$ cat config.mk
export PLATFORM = sky130hd
export DESIGN_NAME = axi_round_complex_sched
export DESIGN_NICKNAME = d
export VERILOG_FILES = /design/src/rtl/axi_round_complex_sched.sv
export SDC_FILE = /design/constraint.sdc
export NUM_CORES = 1
export LEC_CHECK = 0
export CAP_MARGIN = 40
export CORE_AREA = 8 8 165 167
export DETAILED_ROUTE_END_ITERATION = 8
export DIE_AREA = 0 0 173 175
export PLACE_DENSITY = 0.54
export REMOVE_ABC_BUFFERS = 1
export SLEW_MARGIN = 30
export SYNTH_ARGS = -nofsm -noshare
export SYNTH_HDL_FRONTEND = slang
export SYNTH_SLANG_ARGS = --single-unit
$ cat constraint.sdc
create_clock -name clk -period 6.9 [get_ports clk]
set_input_delay 1.725 -clock clk [delete_from_list [all_inputs] [get_ports clk]]
set_output_delay 1.725 -clock clk [all_outputs]
set_load 0.02 [all_outputs]
$ cat src/rtl/axi_round_complex_sched.sv
// Packet-level round-robin scheduler sharing one complex rounding datapath between
// NUM_PORTS AXI-Stream requesters; a tag FIFO steers returning beats to their source port.
module axi_round_complex_sched #(
    parameter int NUM_PORTS      = 4,
    parameter int IWIDTH         = 48,
    parameter int OWIDTH         = 32,
    parameter int TAG_DEPTH_LOG2 = 3
) (
    input  logic                          clk,
    input  logic                          reset,
    input  logic [NUM_PORTS-1:0]          port_enable,
    input  logic [NUM_PORTS*IWIDTH-1:0]   i_tdata,
    input  logic [NUM_PORTS-1:0]          i_tlast,
    input  logic [NUM_PORTS-1:0]          i_tvalid,
    output logic [NUM_PORTS-1:0]          i_tready,
    output logic [IWIDTH-1:0]             m_tdata,
    output logic                          m_tlast,
    output logic                          m_tvalid,
    input  logic                          m_tready,
    input  logic [OWIDTH-1:0]             s_tdata,
    input  logic                          s_tlast,
    input  logic                          s_tvalid,
    output logic                          s_tready,
    output logic [NUM_PORTS*OWIDTH-1:0]   o_tdata,
    output logic [NUM_PORTS-1:0]          o_tlast,
    output logic [NUM_PORTS-1:0]          o_tvalid,
    input  logic [NUM_PORTS-1:0]          o_tready,
    output logic                          busy
);

    localparam int PW    = (NUM_PORTS > 1) ? $clog2(NUM_PORTS) : 1;
    localparam int DEPTH = 1 << TAG_DEPTH_LOG2;
    localparam logic [TAG_DEPTH_LOG2:0] FULL_CNT = (TAG_DEPTH_LOG2+1)'(DEPTH);
    localparam logic [PW-1:0]           LAST_PORT = PW'(NUM_PORTS - 1);

    typedef enum logic [0:0] {
        ST_IDLE   = 1'b0,
        ST_ACTIVE = 1'b1
    } state_t;

    state_t                    state_r;
    state_t                    state_next_s;
    logic [PW-1:0]             rr_ptr_r;
    logic [PW-1:0]             grant_r;
    logic [PW-1:0]             pick_s;
    logic                      pick_valid_s;
    logic [NUM_PORTS-1:0]      cand_s;
    logic [PW-1:0]             tag_mem_r [DEPTH];
    logic [TAG_DEPTH_LOG2-1:0] wr_ptr_r;
    logic [TAG_DEPTH_LOG2-1:0] rd_ptr_r;
    logic [TAG_DEPTH_LOG2:0]   count_r;
    logic                      fifo_full_s;
    logic                      fifo_empty_s;
    logic                      push_s;
    logic                      pop_s;
    logic                      m_last_fire_s;
    logic [PW-1:0]             head_s;

    assign cand_s        = port_enable & i_tvalid;
    assign fifo_full_s   = (count_r == FULL_CNT);
    assign fifo_empty_s  = (count_r == {(TAG_DEPTH_LOG2+1){1'b0}});
    assign push_s        = (state_r == ST_IDLE) & pick_valid_s & ~fifo_full_s;
    assign m_last_fire_s = (state_r == ST_ACTIVE) & m_tvalid & m_tready & m_tlast;
    assign pop_s         = ~fifo_empty_s & s_tvalid & s_tready & s_tlast;
    assign head_s        = tag_mem_r[rd_ptr_r];
    assign busy          = (state_r == ST_ACTIVE) | ~fifo_empty_s;

    // Round-robin pick: first candidate at or after the pointer, wrapping modulo NUM_PORTS
    always_comb begin
        pick_valid_s = 1'b0;
        pick_s       = rr_ptr_r;
        for (int i = 0; i < NUM_PORTS; i++) begin
            if (!pick_valid_s && cand_s[(int'(rr_ptr_r) + i) % NUM_PORTS]) begin
                pick_valid_s = 1'b1;
                pick_s       = PW'((int'(rr_ptr_r) + i) % NUM_PORTS);
            end else begin
                pick_valid_s = pick_valid_s;
            end
        end
    end

    // FSM state register
    always_ff @(posedge clk or negedge reset) begin
        if (!reset) begin
            state_r <= ST_IDLE;
        end else begin
            state_r <= state_next_s;
        end
    end

    // FSM next-state: a grant opens a packet, its last accepted beat closes it
    always_comb begin
        state_next_s = state_r;
        case (state_r)
            ST_IDLE:   state_next_s = push_s ? ST_ACTIVE : ST_IDLE;
            ST_ACTIVE: state_next_s = m_last_fire_s ? ST_IDLE : ST_ACTIVE;
            default:   state_next_s = ST_IDLE;
        endcase
    end

    // FSM outputs: the granted requester is wired straight through to the datapath
    always_comb begin
        m_tdata  = i_tdata[grant_r*IWIDTH +: IWIDTH];
        m_tlast  = i_tlast[grant_r];
        m_tvalid = 1'b0;
        i_tready = {NUM_PORTS{1'b0}};
        case (state_r)
            ST_ACTIVE: begin
                m_tvalid          = i_tvalid[grant_r];
                i_tready[grant_r] = m_tready;
            end
            ST_IDLE: begin
                m_tvalid = 1'b0;
            end
            default: begin
                m_tvalid = 1'b0;
            end
        endcase
    end

    // Grant and round-robin pointer; pointer moves past the grant once its packet ends
    always_ff @(posedge clk or negedge reset) begin
        if (!reset) begin
            grant_r  <= {PW{1'b0}};
            rr_ptr_r <= {PW{1'b0}};
        end else if (push_s) begin
            grant_r  <= pick_s;
            rr_ptr_r <= rr_ptr_r;
        end else if (m_last_fire_s) begin
            grant_r  <= grant_r;
            rr_ptr_r <= (grant_r == LAST_PORT) ? {PW{1'b0}} : grant_r + PW'(1);
        end else begin
            grant_r  <= grant_r;
            rr_ptr_r <= rr_ptr_r;
        end
    end

    // Tag FIFO: simultaneous push and pop leave the occupancy unchanged
    always_ff @(posedge clk or negedge reset) begin
        if (!reset) begin
            wr_ptr_r <= {TAG_DEPTH_LOG2{1'b0}};
            rd_ptr_r <= {TAG_DEPTH_LOG2{1'b0}};
            count_r  <= {(TAG_DEPTH_LOG2+1){1'b0}};
            for (int i = 0; i < DEPTH; i++) begin
                tag_mem_r[i] <= {PW{1'b0}};
            end
        end else begin
            if (push_s) begin
                tag_mem_r[wr_ptr_r] <= pick_s;
                wr_ptr_r            <= wr_ptr_r + TAG_DEPTH_LOG2'(1);
            end else begin
                wr_ptr_r <= wr_ptr_r;
            end
            if (pop_s) begin
                rd_ptr_r <= rd_ptr_r + TAG_DEPTH_LOG2'(1);
            end else begin
                rd_ptr_r <= rd_ptr_r;
            end
            case ({push_s, pop_s})
                2'b10:   count_r <= count_r + (TAG_DEPTH_LOG2+1)'(1);
                2'b01:   count_r <= count_r - (TAG_DEPTH_LOG2+1)'(1);
                default: count_r <= count_r;
            endcase
        end
    end

    // Return steering: only the head-tag port sees valid; with no tag the datapath stalls
    always_comb begin
        o_tdata  = {NUM_PORTS{s_tdata}};
        o_tvalid = {NUM_PORTS{1'b0}};
        o_tlast  = {NUM_PORTS{1'b0}};
        s_tready = 1'b0;
        if (!fifo_empty_s) begin
            o_tvalid[head_s] = s_tvalid;
            o_tlast[head_s]  = s_tlast;
            s_tready         = o_tready[head_s];
        end else begin
            s_tready = 1'b0;
        end
    end

endmodule

# Word level (Yosys, flattened, before mapping)
# Index checks and enable logic that the tools add are counted.
dict set report classes {
  n_div 0
  order_cmp 11
  shifts 1
  n_eq_ne 4
  n_bitwise 22
  mul 1
  n_mux 44
  n_reduce_logical 15
  addsub 8
}
# op count
set ops {}
lappend ops {{$shiftx 192x9->48} 1}
lappend ops {{$mux 1} 19}
lappend ops {{$and 4x4->4} 4}
lappend ops {{$bwmux 16} 1}
lappend ops {{$bmux 1 s2} 7}
lappend ops {{$mux 2} 7}
lappend ops {{$lt 3x4->1 const B} 3}
lappend ops {{$mux 4} 3}
lappend ops {{$lt 2x3->1 const B} 3}
lappend ops {{$and 1x1->1} 8}
lappend ops {{$ge 4x4->1 const B} 2}
lappend ops {{$not 3->4} 2}
lappend ops {{$pmux 4 s2} 1}
lappend ops {{$add 3x1->3 const B} 2}
lappend ops {{$bmux 2 s3} 1}
lappend ops {{$demux 2 s3} 1}
lappend ops {{$logic_and 1x1->1} 6}
lappend ops {{$reduce_or 2->1} 3}
lappend ops {{$add 2x1->2 const B} 2}
lappend ops {{$add 2x2->2 const B} 2}
lappend ops {{$add 4x1->4 const B} 1}
lappend ops {{$demux 1 s2} 2}
lappend ops {{$eq 2x2->1 const B} 2}
lappend ops {{$eq 4x4->1 const B} 1}
lappend ops {{13 further kinds} 22}
dict set report word_totals {
  mem_count 0
  word_cells 120
  regBits 31
  romBits 0
  mem_bits_rw 0
  latch_bits 0
}

# Depth between registers and ports, before layout
# Gate-level depths: netlist (run 1).
dict set report logic_depth {
  word_depth 18
  ltp_mapped 13
  mapped_depth_nobuf 12
}

# Worst setup path before layout (run 1)
# OpenSTA, ideal clock, no wires.
dict set report synth_path {
  kind {in2out}
  from {in o_tready[3]}
  to {out s_tready}
  n_path_buf 0
  t_required_ps 5175
  slack_ps 2735
  stages 2
  arrival_time_ps 2440
  path_cell_list {mux4_2 -> and2_1}
}
dict set report synth_between {
  elab_chain_len 3
}
# item line_no
set synth_rtl {}
lappend synth_rtl {{from (decl)} 27} ;# input logic [NUM_PORTS-1:0] o_tready,
lappend synth_rtl {{$bmux 1 s2} 176} ;# s_tready = o_tready[head_s];
lappend synth_rtl {{$mux 1 (not written as such)} 176}
lappend synth_rtl {{$mux 1} 173} ;# if (!fifo_empty_s) begin
lappend synth_rtl {{to (decl)} 23} ;# output logic s_tready,
# No other way between the ends. The select of a mux whose other input is x is not followed.

# Worst setup path after layout (run 1)
dict set report layout_path {
  from {in i_tvalid[3]}
  to {out m_tvalid}
}
dict set report layout_between {
  elab_chain_len 3
}
# item line_no
set layout_rtl {}
lappend layout_rtl {{from (decl)} 14} ;# input logic [NUM_PORTS-1:0] i_tvalid,
lappend layout_rtl {{$bmux 1 s2} 109} ;# m_tvalid = i_tvalid[grant_r];
lappend layout_rtl {{$mux 1 (not written as such)} 109}
lappend layout_rtl {{$pmux 1 s2} 107} ;# case (state_r)
lappend layout_rtl {{to (decl)} 18} ;# output logic m_tvalid,
# No other way between the ends. The select of a mux whose other input is x is not followed.

==> results.json, run 1 <==
{
  "outcome": "finished, final reports clean",
  "grt_usage": 0.1786,
  "worst_slew_pin_slew_ps": 733.4,
  "cts_hold_buf": 0,
  "num_io_pins": 437,
  "fin_crit_sh": 0.7551,
  "cap_violations": 0,
  "skew_ps": 4.690,
  "synth_edf_count": 0,
  "syn_to_final_growth_pct": 59.46,
  "drt-pass1-iter-count": 4,
  "final_nets": 744,
  "drt_wl_total_um": 28430,
  "hold_path.class": "reg2reg",
  "crit_arrival_ps": 3490,
  "num_antenna_cells": 0,
  "clkTransAtPathRegs_ps": 50,
  "grt_pass1_vias": 3798,
  "crit_slowest_cell": "mux4_2",
  "finalSetupViolCount": 0,
  "hold_viol_final": 0,
  "yosys_warnings": 0,
  "grt_max_degree": 37,
  "n_fill_cell": 2598,
  "cp_cell_sequence": "clkdlybuf4s50_1 -> mux4_2 -> and2_1 -> clkdlybuf4s50_1",
  "peakVddDrop_uv": 116.6,
  "syn_avg_cell_area_um2": 11.41,
  "post_cts_buffers": 0,
  "holdWs_ps": 489.2,
  "crit_top_cell": "clkdlybuf4s50_1",
  "htreeDepth": 2,
  "endpoint_kind": "primary output",
  "hpwlAfterDp_um": 24260,
  "gp_congestion": 0.8348,
  "synth_seq_cells": 31,
  "cts_buffer_depth": 2,
  "viasPerCell": 4.205,
  "vias": 3448,
  "critical_path_class": "in2out",
  "fp.dieW_um": 173,
  "fmax_mhz": 191.9,
  "clk_latency_ps": 270,
  "core_mm2": 0.02467,
  "wl_per_cell_um": 34.67,
  "synthTopCellsByCount": "128 x buf_4, 52 x mux4_2, 31 x dfrtp_1",
  "place.port_buffers": 276,
  "dieArea_mm2": 0.03028,
  "drt-initial-drc-count": 181,
  "antenna_found_initial": 0,
  "p_leak_nw": 2.307,
  "netlist-cell-type-count": 42,
  "rrSetupSlack_ps": 3390,
  "fp.dieH_um": 175,
  "timing.slew.headroom": 0.5111,
  "grt_overflow": 0,
  "ys_seq_area_frac": 0.1976,
  "cts_buffers": 5,
  "cp.required_ps": 5180,
  "rsz0062_at_grt": "no",
  "yosysTopAreaCell": "mux4_2",
  "clock_sinks": 31,
  "synth_area_leaders": "mux4_2 30%, buf_4 24%, dfrtp_1 20%",
  "synthArstFlopShare": 1.000,
  "synth_most_common_cell": "buf_4",
  "syn_area_mm2": 0.003926,
  "cp_max_fo": 3,
  "post-route-drc-count": 0,
  "rows": 58,
  "initial_utilization": 0.1591,
  "setup_tns_ps": 0,
  "final.min_clock_period_ps": 5210,
  "slowest_delay_ps": 560,
  "cts_resized": 0,
  "synth_flop_cell": "dfrtp_1",
  "finalMaxSlewViolations": 0,
  "cts_tree": "done",
  "start_kind": "input pin",
  "grt_pass1_wl_um": 36910,
  "synth_top_area_share": 0.2983,
  "drtAntennaViolNets": 0,
  "synthCells": 344,
  "cellPowerDensity_mw_per_mm2": 361.7,
  "drive_above_1_share": 0.1837,
  "root_buffer": "clkbuf_16"
}
-- worst paths after layout --
check,start,end,cells after the start
setup / recovery,i_tvalid[3],m_tvalid,4
hold / removal,tag_mem_r[6],tag_mem_r[6],1
setup reg to reg,rd_ptr_r[0],count_r[3],12
hold reg to reg,tag_mem_r[6],tag_mem_r[6],1
max in group asynchronous,reset,grant_r[0],2
min in group asynchronous,reset,rd_ptr_r[2],2
-- metal layers --
layer  up-vias  wire [um]  share of wire  track usage
met3        11       4181           0.15       0.1211
met4         2        242         0.0085      0.01689
met2       329      15360           0.54       0.3381
li1       1421          -              -            -
met5         -        129         0.0045      0.05150
met1      1685       8512           0.30       0.1553
-- registers in the layout, indices dropped and copies added, names as in the netlist --
signal	count
grant_r	2
wr_ptr_r	3
state_r	1
count_r	4
rd_ptr_r	3
rr_ptr_r	2
tag_mem_r	16
-- critical path: cells and delay by family --
kind	cells	cell delay, ps
multiplexers	1	560
AND/OR/NAND/NOR	1	200
buffers and inverters	2	990
-- area by class of cell --
class                      count  area (um2)  area share
sequential                    31       780.7      0.1247
inverter                       8       30.03    0.004796
multi-input combinational    162        2096      0.3347
tap                          330       412.9     0.06595
clock buffer                   6       128.9     0.02058
timing repair buffer         281        2800      0.4472
clock inverter                 2       12.51    0.001998
-- cell families (layout without fill, tap and decap cells) --
| kind of cell | Yosys count | after routing | synth area share |
|---|---|---|---|
| simple gates | 51 | 51 | 0.06884 |
| fa+ha+maj | 10 | 10 | 0.03378 |
| flops | 31 | 31 | 0.1976 |
| buf+inv | 151 | 297 | 0.2686 |
| mux | 80 | 80 | 0.3901 |
| xor+xnor | 8 | 8 | 0.01785 |
| compound gates | 13 | 13 | 0.02327 |
-- cells in the final DEF, fill, tap and decap left out, types with 6 or more instances in the layout --
cell	instances
nand3_1	6
dfrtp_1	29
mux4_2	52
clkdlybuf4s50_1	276
ha_1	9
nor2_1	10
mux2_2	17
nand2_1	12
inv_1	8
-- stage by stage --
step / total power, mW / utilization / instance area (um2) / setup slack [ps] / instances
after floorplan: 1.327 / - / 2902 / 2160 / 201
after global routing: 2.404 / 0.2538 / 6261 / 1621 / 820
final: 2.265 / 0.2538 / 6261 / 1690 / 820
after global placement: 2.087 / 0.2480 / 6120 / 1648 / 812
after CTS: 2.315 / 0.2538 / 6261 / 1638 / 820
after detailed placement: 2.088 / 0.2480 / 6120 / 1646 / 812
-- power by group --
group / switching (mW) / internal (mW)
Sequential: 0.180 / 0.269
Clock: 0.0785 / 0.133
Combinational: 0.719 / 0.886
Total: 0.977 / 1.29
Power figures use the tool's default switching activity.
==> inputs of run 2 (changes only) <==
--- a/config.mk
+++ b/config.mk
@@ -9,7 +9,7 @@
 export CORE_AREA = 8 8 165 167
 export DETAILED_ROUTE_END_ITERATION = 8
 export DIE_AREA = 0 0 173 175
-export PLACE_DENSITY = 0.54
+export PLACE_DENSITY = 0.55
 export REMOVE_ABC_BUFFERS = 1
 export SLEW_MARGIN = 30
 export SYNTH_ARGS = -nofsm -noshare
==> constraint.sdc (replaced) <==
create_clock -name clk -period 4.4 [get_ports clk]
set_input_delay 1.1 -clock clk [delete_from_list [all_inputs] [get_ports clk]]
set_output_delay 1.1 -clock clk [all_outputs]
set_load 0.02 [all_outputs]
==> run 2 against run 1 <==
Net effect:
- cell count grew 0.12%
- via count grew 1.2%
- largest power group unchanged
- critical path type is now reg2out
- highest routed layer unchanged
- setup slack lost 1400 ps
- core utilization grew 0.19 points
- sequential share of layout area shrank 0.094 points
==> results.json, run 2 (synthesis gave the netlist of run 1 again) <==
{
  "vias": 3491,
  "cellPowerDensity_mw_per_mm2": 575.5,
  "ff2ff_path_depth": 12,
  "drt_wl_total_um": 29650,
  "rr_endpoint": "count_r[3]",
  "cp.required_ps": 3300,
  "antenna_found_initial": 3,
  "wl_per_cell_um": 36.11,
  "final_nets": 745,
  "cp_max_fo": 8,
  "outcome": "finished, final reports clean",
  "final_cell_mix": "276 x clkdlybuf4s50_1, 52 x mux4_2, 29 x dfrtp_1",
  "crit_arrival_ps": 2990,
  "p_sw_mw": 1.553,
  "power_frac_seq": 0.186,
  "combPwrFrac": 0.717,
  "grt_usage": 0.1878,
  "hpwlAfterDp_um": 25830,
  "p_leak_nw": 2.331,
  "critical_path_class": "reg2out",
  "crit_end": "s_tready",
  "grt_pass1_vias": 3694,
  "cts_resized": 0,
  "fin_crit_sh": 0.9293,
  "grt_pass1_wl_um": 38230,
  "drtAntennaViolNets": 0,
  "fp.dieH_um": 175,
  "cts_hold_buf": 0,
  "r2r_start": "rd_ptr_r[0]",
  "post_cts_buffers": 0,
  "drt-initial-drc-count": 194,
  "rows": 58,
  "skew_ps": 1.779,
  "cts_buffers": 5,
  "fp.dieW_um": 173,
  "initial_utilization": 0.1591,
  "num_antenna_cells": 0,
  "hold_path.class": "reg2reg",
  "worst_slew_pin_slew_ps": 596.1,
  "drt-pass1-iter-count": 4,
  "switching_share": 0.4277,
  "cap_violations": 0,
  "rsz0062_at_grt": "no",
  "top_register": "tag_mem_r",
  "viasPerCell": 4.252,
  "grt_max_degree": 32,
  "crit_top_cell": "mux4_2",
  "finalSetupViolCount": 0,
  "crit_slowest_cell": "dfrtp_1",
  "clkTransAtPathRegs_ps": 50,
  "cp_cell_sequence": "mux2_1 -> mux4_2 -> mux4_2 -> and2_1 -> clkdlybuf4s50_1",
  "fmax_mhz": 244.6,
  "hold_viol_final": 0,
  "start_kind": "flop",
  "final_common_cell": "clkdlybuf4s50_1",
  "clk_latency_ps": 270,
  "root_buffer": "clkbuf_16",
  "dieArea_mm2": 0.03028,
  "clock_sinks": 31,
  "timing.slew.headroom": 0.6026,
  "largest_register_ff_count": 16,
  "core_mm2": 0.02467,
  "top_regs": "tag_mem_r (16), count_r (4)",
  "finalMaxSlewViolations": 0,
  "final.min_clock_period_ps": 4089,
  "cts_tree": "done",
  "endpoint_kind": "primary output",
  "internal-power_mw": 2.078,
  "grt_overflow": 0,
  "startpoint": "rd_ptr_r[0]",
  "htreeDepth": 2,
  "place.port_buffers": 276,
  "syn_to_final_growth_pct": 60.68,
  "setup_tns_ps": 0,
  "post-route-util": 0.2557,
  "cts_buffer_depth": 2,
  "post-route-drc-count": 0,
  "p_clk_frac": 0.097,
  "num_io_pins": 437,
  "rrSetupSlack_ps": 930,
  "peakVddDrop_uv": 221.5,
  "slowest_delay_ps": 590,
  "gp_congestion": 0.8675,
  "drive_above_1_share": 0.1853
}
run 2: cell count changes in the layout (fill, tap and decap cells not counted):
cell,before,now
clkbuf_8,0,2
buf_12,0,2
clkinv_2,1,0
buf_4,5,4
clkinvlp_4,1,0
run 2: power groups by stage:
stage	Clock, mW	Sequential (mW)	Combinational [mW]
CTS	0.363	0.682	2.65
floorplan	0	0.677	1.40
detailed placement	0	0.685	2.63
global route	0.376	0.712	2.75
finish	0.353	0.675	2.60
global placement	0	0.681	2.63
run 2: area by class of cell:
type	count	area (um2)
fill	2589	18370
tap	330	412.9
sequential	31	780.7
timing repair buffer	282	2833
clock buffer	8	156.4
multi-input combinational	162	2096
inverter	8	30.03
run 2: how the worst min path moves through the flow:
stage / endpoint / cells after the start / slack, ps / from
2_1_floorplan: count_r[3] / 1 / 450 / count_r[3]
3_5_place_dp: count_r[3] / 1 / 480 / count_r[3]
3_3_place_gp: count_r[3] / 1 / 470 / count_r[3]
5_1_grt: count_r[3] / 1 / 490 / count_r[3]
6_report: count_r[3] / 1 / 490 / count_r[3]
4_1_cts: count_r[3] / 1 / 490 / count_r[3]
run 2: metrics by stage:
step	worst slack (ps)	std cells	power [mW]	cell area (um2)	hold WS [ps]
3_5_place_dp	427.5	813	3.313	6152	478.6
4_1_cts	271.2	821	3.697	6309	491.4
6_report	311.3	821	3.631	6309	490.8
3_3_place_gp	450.9	813	3.313	6152	474.0
5_1_grt	200.8	821	3.835	6309	493.6
2_1_floorplan	284.5	201	2.080	2902	446.8
run 2: critical path: cells and delay by family, from the launching register on:
kind,cells,cell delay [ps]
multiplexers,3,1410
flip-flops,1,590
buffers and inverters,1,540
AND/OR/NAND/NOR,1,180
run 2: layer usage:
metal  global-route usage  share of wire  vias up
li1                     -              -     1422
met1               0.1803           0.33     1720
met2               0.3453           0.53      324
met3               0.1161           0.14       16
met4              0.01833         0.0081        9
met5              0.02326         0.0032        -
